$ cat config.mk
export PLATFORM = sky130hd
export DESIGN_NAME = regfile_wb_arbiter
export DESIGN_NICKNAME = d
export VERILOG_FILES = /design/src/rtl/regfile_pkg.sv /design/src/rtl/wb_scoreboard.sv /design/src/rtl/regfile_wb_arbiter.sv
export SDC_FILE = /design/constraint.sdc
export NUM_CORES = 1
export LEC_CHECK = 0
export ABC_CLOCK_PERIOD_IN_PS = 2520
export CAP_MARGIN = 10
export CORE_ASPECT_RATIO = 1.75
export CORE_MARGIN = 2
export CORE_UTILIZATION = 41
export CTS_CLUSTER_DIAMETER = 60
export DETAILED_ROUTE_END_ITERATION = 10
export GPL_TIMING_DRIVEN = 0
export PLACE_DENSITY_LB_ADDON = 0.1
export SLEW_MARGIN = 10
export SYNTH_ARGS = -nofsm -noshare
export SYNTH_HDL_FRONTEND = slang
export SYNTH_SLANG_ARGS = --single-unit
$ cat constraint.sdc
create_clock -name clk -period 2.52 [get_ports clk]
set_input_delay 0.756 -clock clk [delete_from_list [all_inputs] [get_ports clk]]
set_output_delay 0.756 -clock clk [all_outputs]
set_load 0.02 [all_outputs]
$ cat src/rtl/regfile_pkg.sv
// Shared types and constants for the register-file write-back path.
package regfile_pkg;
  localparam int XLEN = 32;
  localparam int NREG = 32;

  typedef logic [4:0] reg_idx_t;

  typedef struct packed {
    reg_idx_t        rd;
    logic [XLEN-1:0] wd;
  } wb_req_t;

  typedef enum logic {LAST_EX = 1'b0, LAST_LD = 1'b1} last_e;
endpackage

$ cat src/rtl/wb_scoreboard.sv
// Pending-write scoreboard: one bit per architectural register, set at issue,
// cleared when the write reaches the register file port.
module wb_scoreboard #(
  parameter int NREG = 32,
  parameter int IW   = $clog2(NREG)
) (
  input  logic          clk,
  input  logic          rst_n,
  input  logic          set_en,
  input  logic [IW-1:0] set_idx,
  input  logic          clr_en,
  input  logic [IW-1:0] clr_idx,
  input  logic [IW-1:0] rs1,
  input  logic [IW-1:0] rs2,
  output logic          rs1_busy,
  output logic          rs2_busy
);
  logic [NREG-1:0] pending_d, pending_q;

  always_comb begin
    pending_d = pending_q;
    if (clr_en) pending_d[clr_idx] = 1'b0;
    // Set is applied last so a new producer outranks a retiring one.
    if (set_en && set_idx != '0) pending_d[set_idx] = 1'b1;
    pending_d[0] = 1'b0;
  end

  always_ff @(posedge clk or negedge rst_n) begin
    if (!rst_n) pending_q <= '0;
    else        pending_q <= pending_d;
  end

  assign rs1_busy = pending_q[rs1];
  assign rs2_busy = pending_q[rs2];
endmodule

$ cat src/rtl/regfile_wb_arbiter.sv
// Round-robin write-back arbiter (execute vs load) feeding the register file
// write port, plus RAW scoreboard. REGFILE_WB_ARB_DEBUG_EN adds a low-priority debug writer.
module regfile_wb_arbiter
  import regfile_pkg::*;
#(
  parameter int XLEN = regfile_pkg::XLEN,
  parameter int NREG = regfile_pkg::NREG,
  localparam int IW  = $clog2(NREG)
) (
  input  logic            clk,
  input  logic            rst_n,
  input  logic            ex_valid,
  output logic            ex_ready,
  input  logic [IW-1:0]   ex_rd,
  input  logic [XLEN-1:0] ex_wd,
  input  logic            ld_valid,
  output logic            ld_ready,
  input  logic [IW-1:0]   ld_rd,
  input  logic [XLEN-1:0] ld_wd,
`ifdef REGFILE_WB_ARB_DEBUG_EN
  input  logic            dbg_valid,
  output logic            dbg_ready,
  input  logic [IW-1:0]   dbg_rd,
  input  logic [XLEN-1:0] dbg_wd,
`endif
  input  logic            iss_valid,
  input  logic [IW-1:0]   iss_rd,
  input  logic [IW-1:0]   rs1,
  input  logic [IW-1:0]   rs2,
  output logic            rs1_busy,
  output logic            rs2_busy,
  output logic            rf_we,
  output logic [IW-1:0]   rf_rd,
  output logic [XLEN-1:0] rf_wd
);
  last_e           last_d, last_q;
  logic            ex_gnt, ld_gnt, dbg_gnt;
  logic [IW-1:0]   sel_rd;
  logic [XLEN-1:0] sel_wd;
  logic            rf_we_d, rf_we_q;
  logic [IW-1:0]   rf_rd_d, rf_rd_q;
  logic [XLEN-1:0] rf_wd_d, rf_wd_q;

  always_comb begin
    // Grants are gated by rst_n so nothing is accepted while in reset.
    ex_gnt  = rst_n && ex_valid && (!ld_valid || last_q == LAST_LD);
    ld_gnt  = rst_n && ld_valid && (!ex_valid || last_q == LAST_EX);
    dbg_gnt = 1'b0;
    sel_rd  = ex_rd;
    sel_wd  = ex_wd;
    if (ld_gnt) begin
      sel_rd = ld_rd;
      sel_wd = ld_wd;
    end
`ifdef REGFILE_WB_ARB_DEBUG_EN
    dbg_gnt = rst_n && dbg_valid && !ex_valid && !ld_valid;
    if (dbg_gnt) begin
      sel_rd = dbg_rd;
      sel_wd = dbg_wd;
    end
`endif
    last_d = last_q;
    if (ex_gnt)      last_d = LAST_EX;
    else if (ld_gnt) last_d = LAST_LD;

    // x0 writes are accepted but never reach the port.
    rf_we_d = (ex_gnt || ld_gnt || dbg_gnt) && sel_rd != '0;
    rf_rd_d = rf_we_d ? sel_rd : rf_rd_q;
    rf_wd_d = rf_we_d ? sel_wd : rf_wd_q;
  end

  always_ff @(posedge clk or negedge rst_n) begin
    if (!rst_n) begin
      last_q  <= LAST_LD;
      rf_we_q <= 1'b0;
      rf_rd_q <= '0;
      rf_wd_q <= '0;
    end else begin
      last_q  <= last_d;
      rf_we_q <= rf_we_d;
      rf_rd_q <= rf_rd_d;
      rf_wd_q <= rf_wd_d;
    end
  end

  assign ex_ready = ex_gnt;
  assign ld_ready = ld_gnt;
`ifdef REGFILE_WB_ARB_DEBUG_EN
  assign dbg_ready = dbg_gnt;
`endif
  assign rf_we = rf_we_q;
  assign rf_rd = rf_rd_q;
  assign rf_wd = rf_wd_q;

  wb_scoreboard #(.NREG(NREG), .IW(IW)) u_sb (
    .clk      (clk),
    .rst_n    (rst_n),
    .set_en   (iss_valid),
    .set_idx  (iss_rd),
    .clr_en   (rf_we_q),
    .clr_idx  (rf_rd_q),
    .rs1      (rs1),
    .rs2      (rs2),
    .rs1_busy (rs1_busy),
    .rs2_busy (rs2_busy)
  );
endmodule

==> reports/qor.yml <==
placed_design:
  dpl_cell_area_sq_um: 5490
  io_buffers: 131
  dp_hpwl_um: 8860
  dp_cells: 597
  gp_congestion: 0.878
route:
  ant_nets: 0
  drt_iter0_markers: 275
  drt-total-wl_um: 11900
  vias: 3503
  detail_route.wl_per_cell_um: 19.1
  routed_via_density: 5.61
  drc: 0
  detail_route.first_pass.iterations: 4
yosys:
  yosysSeqAreaShare_pct: 44.5
  netlist.top_cell.by_area: "dfrtp_1"
  synthTopCellsByArea: "dfrtp_1 44%, mux2_2 11%, mux2_4 10%"
  syn-num-nets: 437
  synth_cell_types: 37
  ys.flop_type: "dfrtp_1"
  ys_warn_count: 0
  async_flop_share_pct: 100
  synth_common_cells: "69 x dfrtp_1, 62 x o21ai_0, 37 x mux2_2"
  avgSynthCellArea_sq_um: 11.5
  synthCells: 343
  syn_area_sq_um: 3940
  synth_top_area_share_pct: 43.8
  yosysMostFrequentCell: "dfrtp_1"
  ys_ff_latch: 70
  synth-edff-count: 0
clocking:
  clk_latency_ps: 330
  cts_buffer_depth: 2
  path_clk_slew_ps: 60
  cts_max_level: 3
  clock-sinks: 70
  cts_tree: "done"
  numCtsBuffers: 9
  root_buffer: "clkbuf_16"
  cts_hold_buffers: 0
hold_path:
  min_path_type: "in2async"
sta:
  hold_ws_ps: 240
  hold_viol_final: 0
  rsz0062_at_grt: "yes"
  max_slew_margin_pct: 47.6
  min_period_ps: 2640
  fin_skew_ps: 3.89
  fmax_ghz: 0.378
  finalMaxSlewViolations: 0
  setup_ws_ps: -122
  setup_viol: 2
  tightest_slew_ps: 781
  tns_ps: -243
  finalCritPeriodShare_pct: 105
layout:
  final_util_pct: 64.0
  register_area_sq_um: 1750
  multi_input_area_sq_um: 2160
  syn_to_final_growth_pct: 52.9
  fin_cells: 624
  layout.nets: 591
  num-fill-cells: 787
  drive_above_1_share_pct: 27.3
  stdcell_area_sq_um: 6030
  n_antenna_cell: 0
worst_setup_path:
  worstPathRequired_ps: 1760
  max_stage_delay_ps: 510
  crit_path_end_kind: "output port"
  critPathSlowestCell: "mux4_2"
  reg2reg_from: "last_q"
  worstSetupPathType: "in2out"
  cp_data_arrival_time_ps: 1890
  r2r_slack_ps: 380
  r2r_end: "rf_wd[24]"
  startpoint_type: "input port"
  path_cells: "clkbuf_16, mux4_2, nand2b_4, o2111ai_2, nand4_1, buf_6"
  path_max_fanout: 5
  r2r_cells: 6
outcome:
  outcome: "complete, but fails checks"
  violations: "setup timing"
floorplanning:
  fp-row-count: 47
  die-area_sq_um: 10400
  die_h_um: 134
  core_area_sq_um: 9410
  pin_count: 136
  die_w_um: 78.1
  start_util_pct: 41.9
run:
  drv_cap: 0
power:
  peakVddDrop_mv: 0.443
  power.leakage_nw: 2.49
  p_per_area_nw_per_um2: 733
grt:
  grt_max_degree: 34
  grt_usage_pct: 23.5
  grt_overflow: 0
  antenna_found_initial: 0
  grt_first_pass_wirelength_um: 19000
  first_global_vias: 3845
==> critical path, delay by kind of cell <==
kind	cells	cell delay, ps
buffers and inverters	2	270
muxes	1	510
and+or+nand+nor	2	290
AOI/OAI and AO/OA	1	60
==> cells by family after synthesis <==
kind of cell,after synthesis,synth area share (%)
simple gates,63,8.48
flops,70,44.5
buf+inv,23,2.79
compound gates,96,14.6
mux,91,29.6
==> placed cells by master (no fill, tap or decap), drive strengths merged <==
cell           count
dfrtp             69
nor2               9
o2111ai            2
bufinv             1
clkdlybuf4s15      2
clkinv             1
a2111oi            1
clkinvlp           3
mux2i             21
mux4               6
or3b               2
o211ai             2
dlygate4sd2        4
clkdlybuf4s50    118
a221oi             3
nand2             10
o22ai              5
nand3b             5
a22oi              5
dlymetal6s2s       1
nor2b              4
a21oi             11
a211oi             3
o21ai             63
and2               2
bufbuf             2
clkbuf            18
mux2              64
nand4              2
o211a              1
dfstp              1
or3                1
nor3               3
nor4               1
nand3             20
buf               20
nand2b             4
inv               12
==> per-layer routing <==
layer / part of all wire (%) / track usage (%) / wire length (um)
met2: 54 / 43.3 / 6460
met4: 5.5 / 13.3 / 652
met5: 0 / 0 / 0
met3: 7.1 / 6.17 / 843
met1: 33 / 23.3 / 3970
==> metrics by stage <==
step	total power [mW]	worst slack, ps
after global placement	3.00	-3640
after CTS	4.42	-117
after global routing	4.63	-153
after floorplan	2.42	-62.4
final	4.42	-122
after detailed placement	3.05	-1340
==> sequential cells by signal, indices dropped and copies added, names as in the netlist <==
name	cells
last_q	1
rf_rd	5
rf_wd	32
rf_we	1
u_sb.pending_q	31
==> worst max-delay path by stage <==
stage	start	end	slack (ps)	cells after the start
6_report	rs2[0]	rs2_busy	-120	6
5_1_grt	rs1[0]	rs1_busy	-150	6
4_1_cts	rs1[0]	rs1_busy	-120	6
3_5_place_dp	rs2[2]	rs2_busy	-1340	7
3_3_place_gp	rst_n	rf_wd[22]	-3640	5
2_1_floorplan	rs1[0]	rs1_busy	-60	5
==> report_power, final <==
part	switching [mW]	internal [mW]	total, mW
sequential	0.236	1.44	1.67
combinational	0.646	0.797	1.44
clock	0.499	0.798	1.30
total	1.38	3.03	4.42
==> area by class of cell <==
cell class | instances | share of cell area [%]
Multi-Input combinational cell | 250 | 35.9
Sequential cell | 70 | 29.1
Timing Repair Buffer | 143 | 24.4
Clock buffer | 10 | 3.97
Tap cell | 122 | 2.53
Buffer | 12 | 2.24
Clock inverter | 6 | 1.16
Inverter | 11 | 0.685
==> what timing repair did <==
action                     in CTS  in global routing
pin swaps                       7                  2
gates resized for setup        46                 10
gates cloned                    2                  0
setup buffers                   9                  0
setup endpoints to repair      31                 30
No activity file was read; power rests on OpenSTA's default activity.
==> RTL edit, RTL diff (same flow settings) <==
Set the package constant `XLEN` to 64 (it was 32).
--- a/src/rtl/regfile_pkg.sv
+++ b/src/rtl/regfile_pkg.sv
@@ -1,5 +1,5 @@
 // Shared types and constants for the register-file write-back path.
 package regfile_pkg;
-  localparam int XLEN = 32;
+  localparam int XLEN = 64;
   localparam int NREG = 32;
 
Interface: changed (resized ex_wd, ld_wd and rf_wd); port bits go from 136 to 232. The function was not compared with the original's and may differ.
==> RTL edit against the unedited design <==
Global-route usage is 0.60 points higher. Final area is 45% higher. Sequential cell count is 32 higher. Power is 31% higher. Synthesized area is 40% higher. Routed wire length is 46% higher. The flow still finishes with violations (setup timing). Setup slack worse by 14 ps. Via count is 34% higher.
==> RTL edit: results (changes against the unedited design) <==
M1 WL 5740 um (+45%); fraction of synthesized area in multiplexers 34.5% (+4.9 points); # diodes 0 (unchanged); Critical Path Sink rs1_busy; sw frac 32.3% (+1.0 points); VDD IR max 0.540 mV (+22%); first-pass GRT wire length 26500 um (+39%); sequential-to-total area share from yosys stat 46.4% (+1.9 points); FF-to-FF Start last_q$_DFFE_PN1P_; area of the multi-input gates 0.00288 mm2 (+33%); met2 wire len 10000 um (+55%); crit path DAT 1900 ps; R2R depth 7 (+1); routing usage on met3 6.08% (-0.086 points); Slew HR 56.1% (+8.5 points); highest metal used met4; routed len/inst 19.8 um (+3.4%); max FFs per register 64 (+100%); Antenna Nets Post-Route 0 (unchanged); GRT Overall Usage 24.1% (+0.60 points); largest cells by area after synthesis dfrtp_1 (46%), mux2_2 (20%), mux2_4 (8.2%), o21ai_0 (5.6%), mux2i_1 (3.8%); clk buf depth 2 (unchanged); Hold WS 215 ps (-25.2 ps); DP Area 0.00808 mm2 (+47%); largest net degree at the start of global routing 32 (-5.9%); LEAKAGE 3.58 nW (+44%); status finished with violations; Clock Latency Late Sink 340 ps; RR Endpoint rf_wd[53]$_DFFE_PN0P_; setup TNS -262 ps (-18.7 ps); DP HPWL 13300 um (+51%); slowest cell on the critical path dlygate4sd2_1; Layout Skew 15.0 ps (+11.1 ps); delay of the slowest critical-path stage 320 ps (-190 ps); Worst Setup SP rs1[4]; GR Layer Usage met2 47.0% (+3.7 points); failing checks setup timing; compound-cell area share of the yosys netlist 10.3% (-4.3 points); final RePlAce weighted congestion 0.894 (+1.8%); DRT iter0 DRCs 144 (-48%); vias in the first global route 5075 (+32%); setup violators final 2 (unchanged); wire length on met3 1120 um (+33%); Post-Syn Nets 605 (+38%); cell family contributing the most delay on the critical path buffers and inverters; setup ws final -137 ps (-14.4 ps); YS warnings 0 (unchanged); fill count 1070 (+36%); CP max FO 7 (+2); vias 4690 (+34%); Port Buffers 227 (+73%); Final Net Count 862 (+46%); layout cell share with drive strength beyond 1 30.0% (+2.8 points); Unique masters post-synth 37 (unchanged); met1 usage 23.6% (+0.33 points); commonest cells in the netlist dfrtp_1 (101), mux2_2 (98), o21ai_0 (62)
RTL edit: layout make-up:
cell class	instances	area share [%]
buffer	20	2.23
clock buffer	10	2.63
clock inverter	6	0.618
inverter	11	0.532
multi-input combinational	314	33.0
sequential	102	29.3
tap	174	2.50
timing repair buffer	246	29.1
RTL edit: repair_timing:
item | in CTS | in global routing
cloned | 3 | 1
hold buffers | 0 | 0
gates resized for setup | 55 | 8
pin swaps | 8 | 4
buffers inserted | 9 | 5
setup endpoints to repair | 73 | 22
RTL edit: power by group through the flow:
| stage | combinational, mW | clock (mW) | sequential, mW |
|---|---|---|---|
| finish | 2.10 | 1.35 | 2.32 |
| global route | 2.23 | 1.45 | 2.38 |
| CTS | 2.08 | 1.38 | 2.31 |
| detailed placement | 2.01 | 0 | 2.33 |
| global placement | 1.97 | 0 | 2.30 |
| floorplan | 0.840 | 0 | 2.51 |
RTL edit: stage by stage:
stage          power, mW  std cells  setup slack [ps]
2_1_floorplan       3.35        447             -62.4
3_3_place_gp        4.27        848             -5090
3_5_place_dp        4.34        849             -1520
4_1_cts             5.77        877              -112
5_1_grt             6.05        883              -185
6_report            5.77        883              -137
RTL edit: worst register-to-register path, stage by stage, from the launching register on:
cell       delay, ps
dfstp_2          550
nand2_2           80
buf_4            160
a2111oi_4        370
a221oi_2         160
buf_4            230
buf_6            170
mux2_4           310
RTL edit: logic make-up (layout without fill, tap and decap cells):
| logic type | count (synthesis) | in the layout |
|---|---|---|
| multiplexers | 155 | 155 |
| flip-flops | 102 | 102 |
| AND/OR/NAND/NOR | 63 | 63 |
| AO/OA/AOI/OAI | 96 | 96 |
| buffers and inverters | 31 | 293 |
